$ cat src/rtl/instr_mem_ctrl_if.sv
// rtl/instr_mem_ctrl_if.sv - fetch request/response bus for instr_mem_ctrl
// Purpose: carries the valid/ready fetch handshake between a fetch stage
// (master) and instr_mem_ctrl (slave).
// Signals:
//   req_valid, req_pc   master -> slave  fetch request
//   req_ready           slave  -> master request accepted this cycle
//   rsp_valid, rsp_inst slave  -> master registered response
//   rsp_fault           slave  -> master response is for an out-of-range pc
//   rsp_ready           master -> slave  consumer accepts the response
//   parity_err          slave  -> master only with INSTR_MEM_PARITY_EN
interface instr_mem_ctrl_if #(
  parameter int WIDTH = 32,
  parameter int PC_W  = 32
);
  logic             req_valid;
  logic             req_ready;
  logic [PC_W-1:0]  req_pc;
  logic             rsp_valid;
  logic             rsp_ready;
  logic [WIDTH-1:0] rsp_inst;
  logic             rsp_fault;
`ifdef INSTR_MEM_PARITY_EN
  logic             parity_err;

  modport master (
    output req_valid, req_pc, rsp_ready,
    input  req_ready, rsp_valid, rsp_inst, rsp_fault, parity_err
  );
  modport slave (
    input  req_valid, req_pc, rsp_ready,
    output req_ready, rsp_valid, rsp_inst, rsp_fault, parity_err
  );
`else
  modport master (
    output req_valid, req_pc, rsp_ready,
    input  req_ready, rsp_valid, rsp_inst, rsp_fault
  );
  modport slave (
    input  req_valid, req_pc, rsp_ready,
    output req_ready, rsp_valid, rsp_inst, rsp_fault
  );
`endif
endinterface

$ cat src/rtl/instr_mem_ctrl.sv
// rtl/instr_mem_ctrl.sv - run-time loadable instruction memory with valid/ready fetch port
// Purpose: instruction storage between the fetch stage and the program loader.
// LOAD state accepts writes over the load port; RUN state serves fetches with
// one cycle of registered latency and back-pressure. Out-of-range pcs return
// a fault response instead of aliasing.
// Ports:
//   clk, rst                     clock, asynchronous active-high reset
//   load_start / load_done       pulses to enter LOAD / RUN
//   load_we, load_addr, load_data word write port (LOAD only)
//   bus                          instr_mem_ctrl_if slave (fetch req/rsp)
//   running                      high in RUN state
// Optional macro INSTR_MEM_PARITY_EN: stores an even-parity bit per word and
// reports mismatches on bus.parity_err.
module instr_mem_ctrl #(
  parameter int WIDTH = 32,
  parameter int DEPTH = 16,
  parameter int PC_W  = 32,
  parameter int AW    = $clog2(DEPTH)
) (
  input  logic             clk,
  input  logic             rst,
  input  logic             load_start,
  input  logic             load_we,
  input  logic [AW-1:0]    load_addr,
  input  logic [WIDTH-1:0] load_data,
  input  logic             load_done,
  instr_mem_ctrl_if.slave  bus,
  output logic             running
);

  typedef enum logic {ST_LOAD, ST_RUN} state_t;

`ifdef INSTR_MEM_PARITY_EN
  localparam int MW = WIDTH + 1;
`else
  localparam int MW = WIDTH;
`endif

  // Comparison width wide enough for both the full pc and DEPTH itself.
  localparam int CW = ((PC_W > AW) ? PC_W : AW) + 1;
  localparam logic [CW-1:0] DEPTH_CW = CW'(DEPTH);

  state_t state_q, state_d;

  logic [MW-1:0] mem [DEPTH];
  logic [MW-1:0] wr_word;
  logic [MW-1:0] rd_word;
  logic          load_in_range;
  logic          pc_in_range;
  logic          accept;

  // load_start has priority over load_done in the same cycle.
  always_comb begin
    state_d = state_q;
    if (load_start) begin
      state_d = ST_LOAD;
    end else if (state_q == ST_LOAD && load_done) begin
      state_d = ST_RUN;
    end
  end

  always_ff @(posedge clk or posedge rst) begin
    if (rst) begin
      state_q <= ST_LOAD;
    end else begin
      state_q <= state_d;
    end
  end

  assign running = (state_q == ST_RUN);

  assign load_in_range = CW'(load_addr) < DEPTH_CW;
  assign pc_in_range   = CW'(bus.req_pc) < DEPTH_CW;

`ifdef INSTR_MEM_PARITY_EN
  assign wr_word = {^load_data, load_data};
`else
  assign wr_word = load_data;
`endif

  // Storage has no reset so a program survives a controller reset.
  always_ff @(posedge clk) begin
    if (state_q == ST_LOAD && load_we && load_in_range) begin
      mem[load_addr] <= wr_word;
    end
  end

  assign rd_word = mem[bus.req_pc[AW-1:0]];

  assign bus.req_ready = running && (!bus.rsp_valid || bus.rsp_ready);
  assign accept        = bus.req_valid && bus.req_ready;

  always_ff @(posedge clk or posedge rst) begin
    if (rst) begin
      bus.rsp_valid  <= 1'b0;
      bus.rsp_inst   <= '0;
      bus.rsp_fault  <= 1'b0;
`ifdef INSTR_MEM_PARITY_EN
      bus.parity_err <= 1'b0;
`endif
    end else if (load_start) begin
      // Leaving RUN discards whatever response is pending or being accepted.
      bus.rsp_valid <= 1'b0;
    end else if (accept) begin
      bus.rsp_valid <= 1'b1;
      if (pc_in_range) begin
        bus.rsp_inst  <= rd_word[WIDTH-1:0];
        bus.rsp_fault <= 1'b0;
      end else begin
        bus.rsp_inst  <= '0;
        bus.rsp_fault <= 1'b1;
      end
`ifdef INSTR_MEM_PARITY_EN
      // XOR over data plus stored even-parity bit is 1 on mismatch.
      bus.parity_err <= pc_in_range && (^rd_word);
`endif
    end else if (bus.rsp_valid && bus.rsp_ready) begin
      bus.rsp_valid <= 1'b0;
    end
  end

endmodule

$ cat src/flat_wrapper.sv
// flat-port wrapper written by rule: the top's interface ports become plain ports
module instr_mem_ctrl_flat 
#(
  parameter int WIDTH = 32,
  parameter int DEPTH = 16,
  parameter int PC_W  = 32,
  parameter int AW    = $clog2(DEPTH)
)
  (clk, rst, load_start, load_we, load_addr, load_data, load_done, running, bus_req_valid, bus_req_pc, bus_rsp_ready, bus_req_ready, bus_rsp_valid, bus_rsp_inst, bus_rsp_fault);
  instr_mem_ctrl_if #(.WIDTH(WIDTH), .PC_W(PC_W)) bus_i ();
  input  logic clk;
  input  logic rst;
  input  logic load_start;
  input  logic load_we;
  input  logic [AW-1:0] load_addr;
  input  logic [WIDTH-1:0] load_data;
  input  logic load_done;
  output logic running;
  input wire logic [$bits(bus_i.req_valid)-1:0] bus_req_valid;
  input wire logic [$bits(bus_i.req_pc)-1:0] bus_req_pc;
  input wire logic [$bits(bus_i.rsp_ready)-1:0] bus_rsp_ready;
  output wire logic [$bits(bus_i.req_ready)-1:0] bus_req_ready;
  output wire logic [$bits(bus_i.rsp_valid)-1:0] bus_rsp_valid;
  output wire logic [$bits(bus_i.rsp_inst)-1:0] bus_rsp_inst;
  output wire logic [$bits(bus_i.rsp_fault)-1:0] bus_rsp_fault;
  assign bus_i.req_valid = bus_req_valid;
  assign bus_i.req_pc = bus_req_pc;
  assign bus_i.rsp_ready = bus_rsp_ready;
  assign bus_req_ready = bus_i.req_ready;
  assign bus_rsp_valid = bus_i.rsp_valid;
  assign bus_rsp_inst = bus_i.rsp_inst;
  assign bus_rsp_fault = bus_i.rsp_fault;
  instr_mem_ctrl #(.WIDTH(WIDTH), .DEPTH(DEPTH), .PC_W(PC_W), .AW(AW)) u_core (.clk(clk), .rst(rst), .load_start(load_start), .load_we(load_we), .load_addr(load_addr), .load_data(load_data), .load_done(load_done), .bus(bus_i), .running(running));
endmodule
$ cat config.mk
export PLATFORM = sky130hd
export DESIGN_NAME = instr_mem_ctrl_flat
export DESIGN_NICKNAME = d
export VERILOG_FILES = /design/src/rtl/instr_mem_ctrl_if.sv /design/src/rtl/instr_mem_ctrl.sv /design/src/flat_wrapper.sv
export SDC_FILE = /design/constraint.sdc
export NUM_CORES = 1
export LEC_CHECK = 0
export CELL_PAD_IN_SITES_DETAIL_PLACEMENT = 0
export CELL_PAD_IN_SITES_GLOBAL_PLACEMENT = 1
export CORE_MARGIN = 2
export CORE_UTILIZATION = 55
export CTS_CLUSTER_SIZE = 20
export DETAILED_ROUTE_END_ITERATION = 10
export GPL_ROUTABILITY_DRIVEN = 0
export GPL_TIMING_DRIVEN = 0
export PLACE_DENSITY = 0.85
export SLEW_MARGIN = 20
export SYNTH_ARGS = -nofsm -noshare
export SYNTH_HDL_FRONTEND = slang
export SYNTH_SLANG_ARGS = --single-unit
$ cat constraint.sdc
create_clock -name clk -period 6.4 [get_ports clk]
set_input_delay 1.92 -clock clk [delete_from_list [all_inputs] [get_ports clk]]
set_output_delay 1.92 -clock clk [all_outputs]
set_load 0.05 [all_outputs]
Word-level counts from Yosys, hierarchy flattened
Memories as Yosys holds them, arrays and structs flattened.
Cells that the tools add are included.
{ "word_totals": {"reg_bits": 35, "ram_bits": 512, "inputBits": 75, "output_inout_bits": 36, "elab_cells": 27, "mem_count": 1} }
{ "memory_table": {"columns": ["name", "depth", "word_bits", "rd", "rd_clocked_by_memory_dff", "write_ports", "line", "text"], "rows": [
  ["u_core.mem", 16, 32, 1, 0, 1, "instr_mem_ctrl.sv:45", "logic [MW-1:0] mem [DEPTH];"]
]} }
{ "op_classes": {"order_cmp": 1, "mux": 9, "bitwise": 2, "n_reduce_logical": 10} }
{ "ops": {"columns": ["op", "n"], "rows": [
  ["less-than comparator 32 x 5 -> 1 bit (second input constant)", 1],
  ["2-to-1 mux 32 bit", 1],
  ["2-to-1 mux 1 bit", 8],
  ["logical AND 1 bit", 5],
  ["nonzero test 3 bit", 1],
  ["NOT 1 bit", 2],
  ["AND reduction 2 bit", 1],
  ["nonzero test 2 bit", 1],
  ["logical NOT 1 bit", 1],
  ["logical OR 1 bit", 1]
]} }

Depth between registers and ports, before layout
Gate-level depths: netlist (run 1).
{ "depth": {"ltp_word": 6, "mapped_depth": 7, "ltp_nobuf": 4} }

Least setup slack after synthesis (run 1)
Ideal clock, no wire load.
{ "synth_path": {"kind": "input-to-reg", "startpoint": "in load_we", "endpoint": "mem u_core.mem[0][0] (netlist bit), enable pin", "setup_time_ns": 0.461, "t_arrival_ns": 4.563, "required_ns": 5.939, "path_slack_ns": 1.375, "path_stages": 3, "path_buffers": 0, "cell_sequence": "nand2b_1 or3_1 nor3_1"} }
{ "synth_between": {"elab_chain_cells": 3} }
{ "synth_rtl": {"columns": ["element", "line", "text"], "rows": [
  ["start, declared", "flat_wrapper.sv:14", "input logic load_we;"],
  ["logical AND 1 bit", "instr_mem_ctrl.sv:83", "if (state_q == ST_LOAD && load_we && load_in_range) begin"],
  ["2-to-1 mux 1 bit", "instr_mem_ctrl.sv:83", null],
  ["2-to-1 mux 1 bit (implied by the code)", "instr_mem_ctrl.sv:84", "mem[load_addr] <= wr_word;"],
  ["end, declared", "instr_mem_ctrl.sv:45", null]
]} }
No other way between the ends.

Worst setup path after layout (run 1)
{ "layout_path": {"startpoint": "in bus_rsp_ready", "endpoint": "out bus_req_ready"} }
{ "layout_between": {"elab_chain_cells": 2} }
{ "layout_rtl": {"columns": ["element", "line", "text"], "rows": [
  ["start, declared", "flat_wrapper.sv:21", "input wire logic [$bits(bus_i.rsp_ready)-1:0] bus_rsp_ready;"],
  ["logical OR 1 bit", "instr_mem_ctrl.sv:90", "assign bus.req_ready = running && (!bus.rsp_valid || bus.rsp_ready);"],
  ["logical AND 1 bit", "instr_mem_ctrl.sv:90", null],
  ["end, declared", "flat_wrapper.sv:22", "output wire logic [$bits(bus_i.req_ready)-1:0] bus_req_ready;"]
]} }
No other way between the ends.

==> results_dict.tcl, run 1 <==
set metrics [dict create \
    combPwrFrac 0.058 \
    grt_usage 0.255 \
    critical_path_arrival_ps 4250 \
    wl_mm 51.9 \
    grt_pass1_vias 12800 \
    relSlewSlack 0.418 \
    cp.required_ps 4480 \
    crit_type "in2out" \
    first_pass_iters 5 \
    grt_max_degree 21 \
    synth_seq_cells 547 \
    timing.fmax_mhz 162 \
    fillers 2592 \
    sequentialPowerShare 0.535 \
    endpoint "bus_req_ready" \
    drv_slew 0 \
    syn2layout_area_growth_pct 18.5 \
    cts_sinks 547 \
    cts_max_level 2 \
    power_switching_mw 1.57 \
    core_um2 38800 \
    synth_cell_types 29 \
    final_cells 2108 \
    nets 1621 \
    start_util 0.561 \
    dp.cells 2010 \
    clk_latency_ps 600 \
    synth_top_area_share 0.706 \
    clk_root_buffer_cell "clkbuf_16" \
    setup_violations 0 \
    power_density_nw_per_um2 286 \
    pin_count 111 \
    drc 0 \
    cts_resized 0 \
    dp_slack_ps 280 \
    numCtsBuffers 52 \
    layout_setup_ws_ps 227 \
    dp_hpwl_mm 34.4 \
    hold_class "reg2reg" \
    postSynthAreaPerCell_um2 16.1 \
    clk_pin_slew_ps 60 \
    drive_gt1_frac 0.118 \
    ant_nets 0 \
    crit_path_start "bus_rsp_ready" \
    rows 72 \
    p_int_mw 5.82 \
    holdBufCountCts 0 \
    worst-r2r-cell-count 6 \
    seq_area_um2 16300 \
    r2r-start "u_core.running$_DFFE_PP0P_" \
    rsz0062_at_grt "no" \
    io_buffer_count 108 \
    r2r_slack_ps 3440 \
    critPathCaptureType "primary output" \
    final_common_cell "edfxtp_1" \
    swShare 0.212 \
    cts_tree "built" \
    hold_viol_final 0 \
    synth_fp_nets 1426 \
    synth_top_area_cell "edfxtp_1" \
    period_share 0.965 \
    grt_pass1_wl_mm 77.2 \
    synthTopCellsByArea "edfxtp_1, mux2i_1, dfrtp_1, nor2_1, a221oi_2" \
    worst_pin_slew_ps 873 \
    finalPower_mw 7.39 \
    postCtsSetupBuffers 0 \
    viasPerCell 5.92 \
    dieArea_um2 41200 \
    post-route-min-period_ps 6170 \
    syn_area_um2 21800 \
    antenna_found_initial 0 \
    clock_path_buffers 3 \
    wire_per_inst_um 24.6 \
    cap_violations 0 \
    die_w_um 203 \
    overflow 0 \
    final_cell_mix "edfxtp_1, mux2i_1, nor2_1" \
    ys_seq_area_frac 0.746 \
    status "complete, no violations" \
    first_iter_violations 1110 \
    yosysWarnings 0 \
    skew_ps 14.5 \
    leakage_nw 8.93 \
    vdd_ir_drop_max_mv 0.254 \
    vias 12500 \
    antenna_cells 0 \
    netlist_instances 1351 \
    worst_setup_path_start_kind "input port" \
    die_height_um 203 \
    pwr-share-clk 0.407 \
    cp_max_fo 10 \
    multi_input_area_um2 5110 \
    r2r-end "u_core.mem[12][20]$_DFFE_PP_" \
]
## power by group through the flow
stage / Clock, mW / Combinational [mW] / Sequential (mW)
2_1_floorplan: 0 / 0.217 / 4.03
3_3_place_gp: 0 / 0.399 / 4.03
3_5_place_dp: 0 / 0.426 / 4.03
4_1_cts: 3.03 / 0.427 / 3.95
5_1_grt: 3.17 / 0.456 / 3.95
6_report: 3.00 / 0.428 / 3.95
## flip-flops by register name (all words and copies together) (netlist names)
register	flops
u_core.mem	512
u_core.bus.rsp_inst	32
u_core.bus.rsp_fault	1
u_core.bus.rsp_valid	1
u_core.running	1
## critical path, cell delays in order
cell	delay (ps)
clkdlybuf4s50_1	440
nand2b_1	90
buf_2	280
buf_1	510
and2_1	210
clkdlybuf4s50_1	800
## worst min path at each step
| stage | slack, ps | from | to | depth (start not counted) |
|---|---|---|---|---|
| 2_1_floorplan | 680 | u_core.mem[12][6]$_DFFE_PP_ | u_core.bus.rsp_inst[6]$_DFFE_PP0P_ | 4 |
| 3_3_place_gp | 510 | u_core.bus.rsp_fault$_DFFE_PP0P_ | u_core.bus.rsp_fault$_DFFE_PP0P_ | 2 |
| 3_5_place_dp | 510 | u_core.bus.rsp_fault$_DFFE_PP0P_ | u_core.bus.rsp_fault$_DFFE_PP0P_ | 2 |
| 4_1_cts | 520 | u_core.bus.rsp_fault$_DFFE_PP0P_ | u_core.bus.rsp_fault$_DFFE_PP0P_ | 2 |
| 5_1_grt | 540 | u_core.bus.rsp_fault$_DFFE_PP0P_ | u_core.bus.rsp_fault$_DFFE_PP0P_ | 2 |
| 6_report | 510 | u_core.bus.rsp_fault$_DFFE_PP0P_ | u_core.bus.rsp_fault$_DFFE_PP0P_ | 2 |
## cell families (layout without fill, tap and decap cells)
kind of cell | Yosys count | count (layout) | synth area share
AND/OR/NAND/NOR | 270 | 270 | 0.0554
buffers and inverters | 116 | 355 | 0.0243
AO/OA/AOI/OAI | 162 | 162 | 0.0567
flip-flops | 547 | 547 | 0.746
multiplexers | 256 | 256 | 0.118
## synth_stat cells (all sizes together)
master / n
a31oi: 32
nand4: 1
nor2: 144
mux2i: 256
buf: 40
or3: 2
nand4b: 1
dfrtp: 35
nand2: 36
o21ai: 33
nand3: 2
nor2b: 1
clkbuf: 42
o22ai: 64
or2: 1
nand2b: 6
inv: 34
nor4: 39
edfxtp: 512
a21boi: 1
a221oi: 32
nor3: 36
and2: 1
## layout make-up
cell class,count,area share
Sequential cell,547,0.630
Multi-Input combinational cell,688,0.198
Timing Repair Buffer,141,0.0619
Clock buffer,74,0.0572
Tap cell,518,0.0251
Buffer,82,0.0156
Clock inverter,24,0.00766
Inverter,34,0.00494
## per-stage QoR
step,setup TNS (ps),area (um2),hold WS [ps],util
3_5_place_dp,0,24100,506,0.622
5_1_grt,0,25800,537,0.665
2_1_floorplan,0,21800,684,-
4_1_cts,0,25800,516,0.665
6_report,0,25800,511,0.665
3_3_place_gp,-159500,23500,506,0.606
## routing by layer
metal  vias to the layer above  part of all wire  GRT usage
li1                       5633                 -          -
met1                      6181              0.39      0.321
met2                       533              0.50      0.440
met3                       125             0.071     0.0509
met4                         0             0.034     0.0965
met5                         -                 0          0
No activity file was read; power rests on OpenSTA's default activity.
==> run 2: changes to the inputs <==
--- a/config.mk
+++ b/config.mk
@@ -14,6 +14,7 @@
 export GPL_ROUTABILITY_DRIVEN = 0
 export GPL_TIMING_DRIVEN = 0
 export PLACE_DENSITY = 0.85
+export SETUP_SLACK_MARGIN = 0.02
 export SLEW_MARGIN = 20
 export SYNTH_ARGS = -nofsm -noshare
 export SYNTH_HDL_FRONTEND = slang
==> results of run 2 <==
Final layout, timing and power as in run 1 (identical DEF).
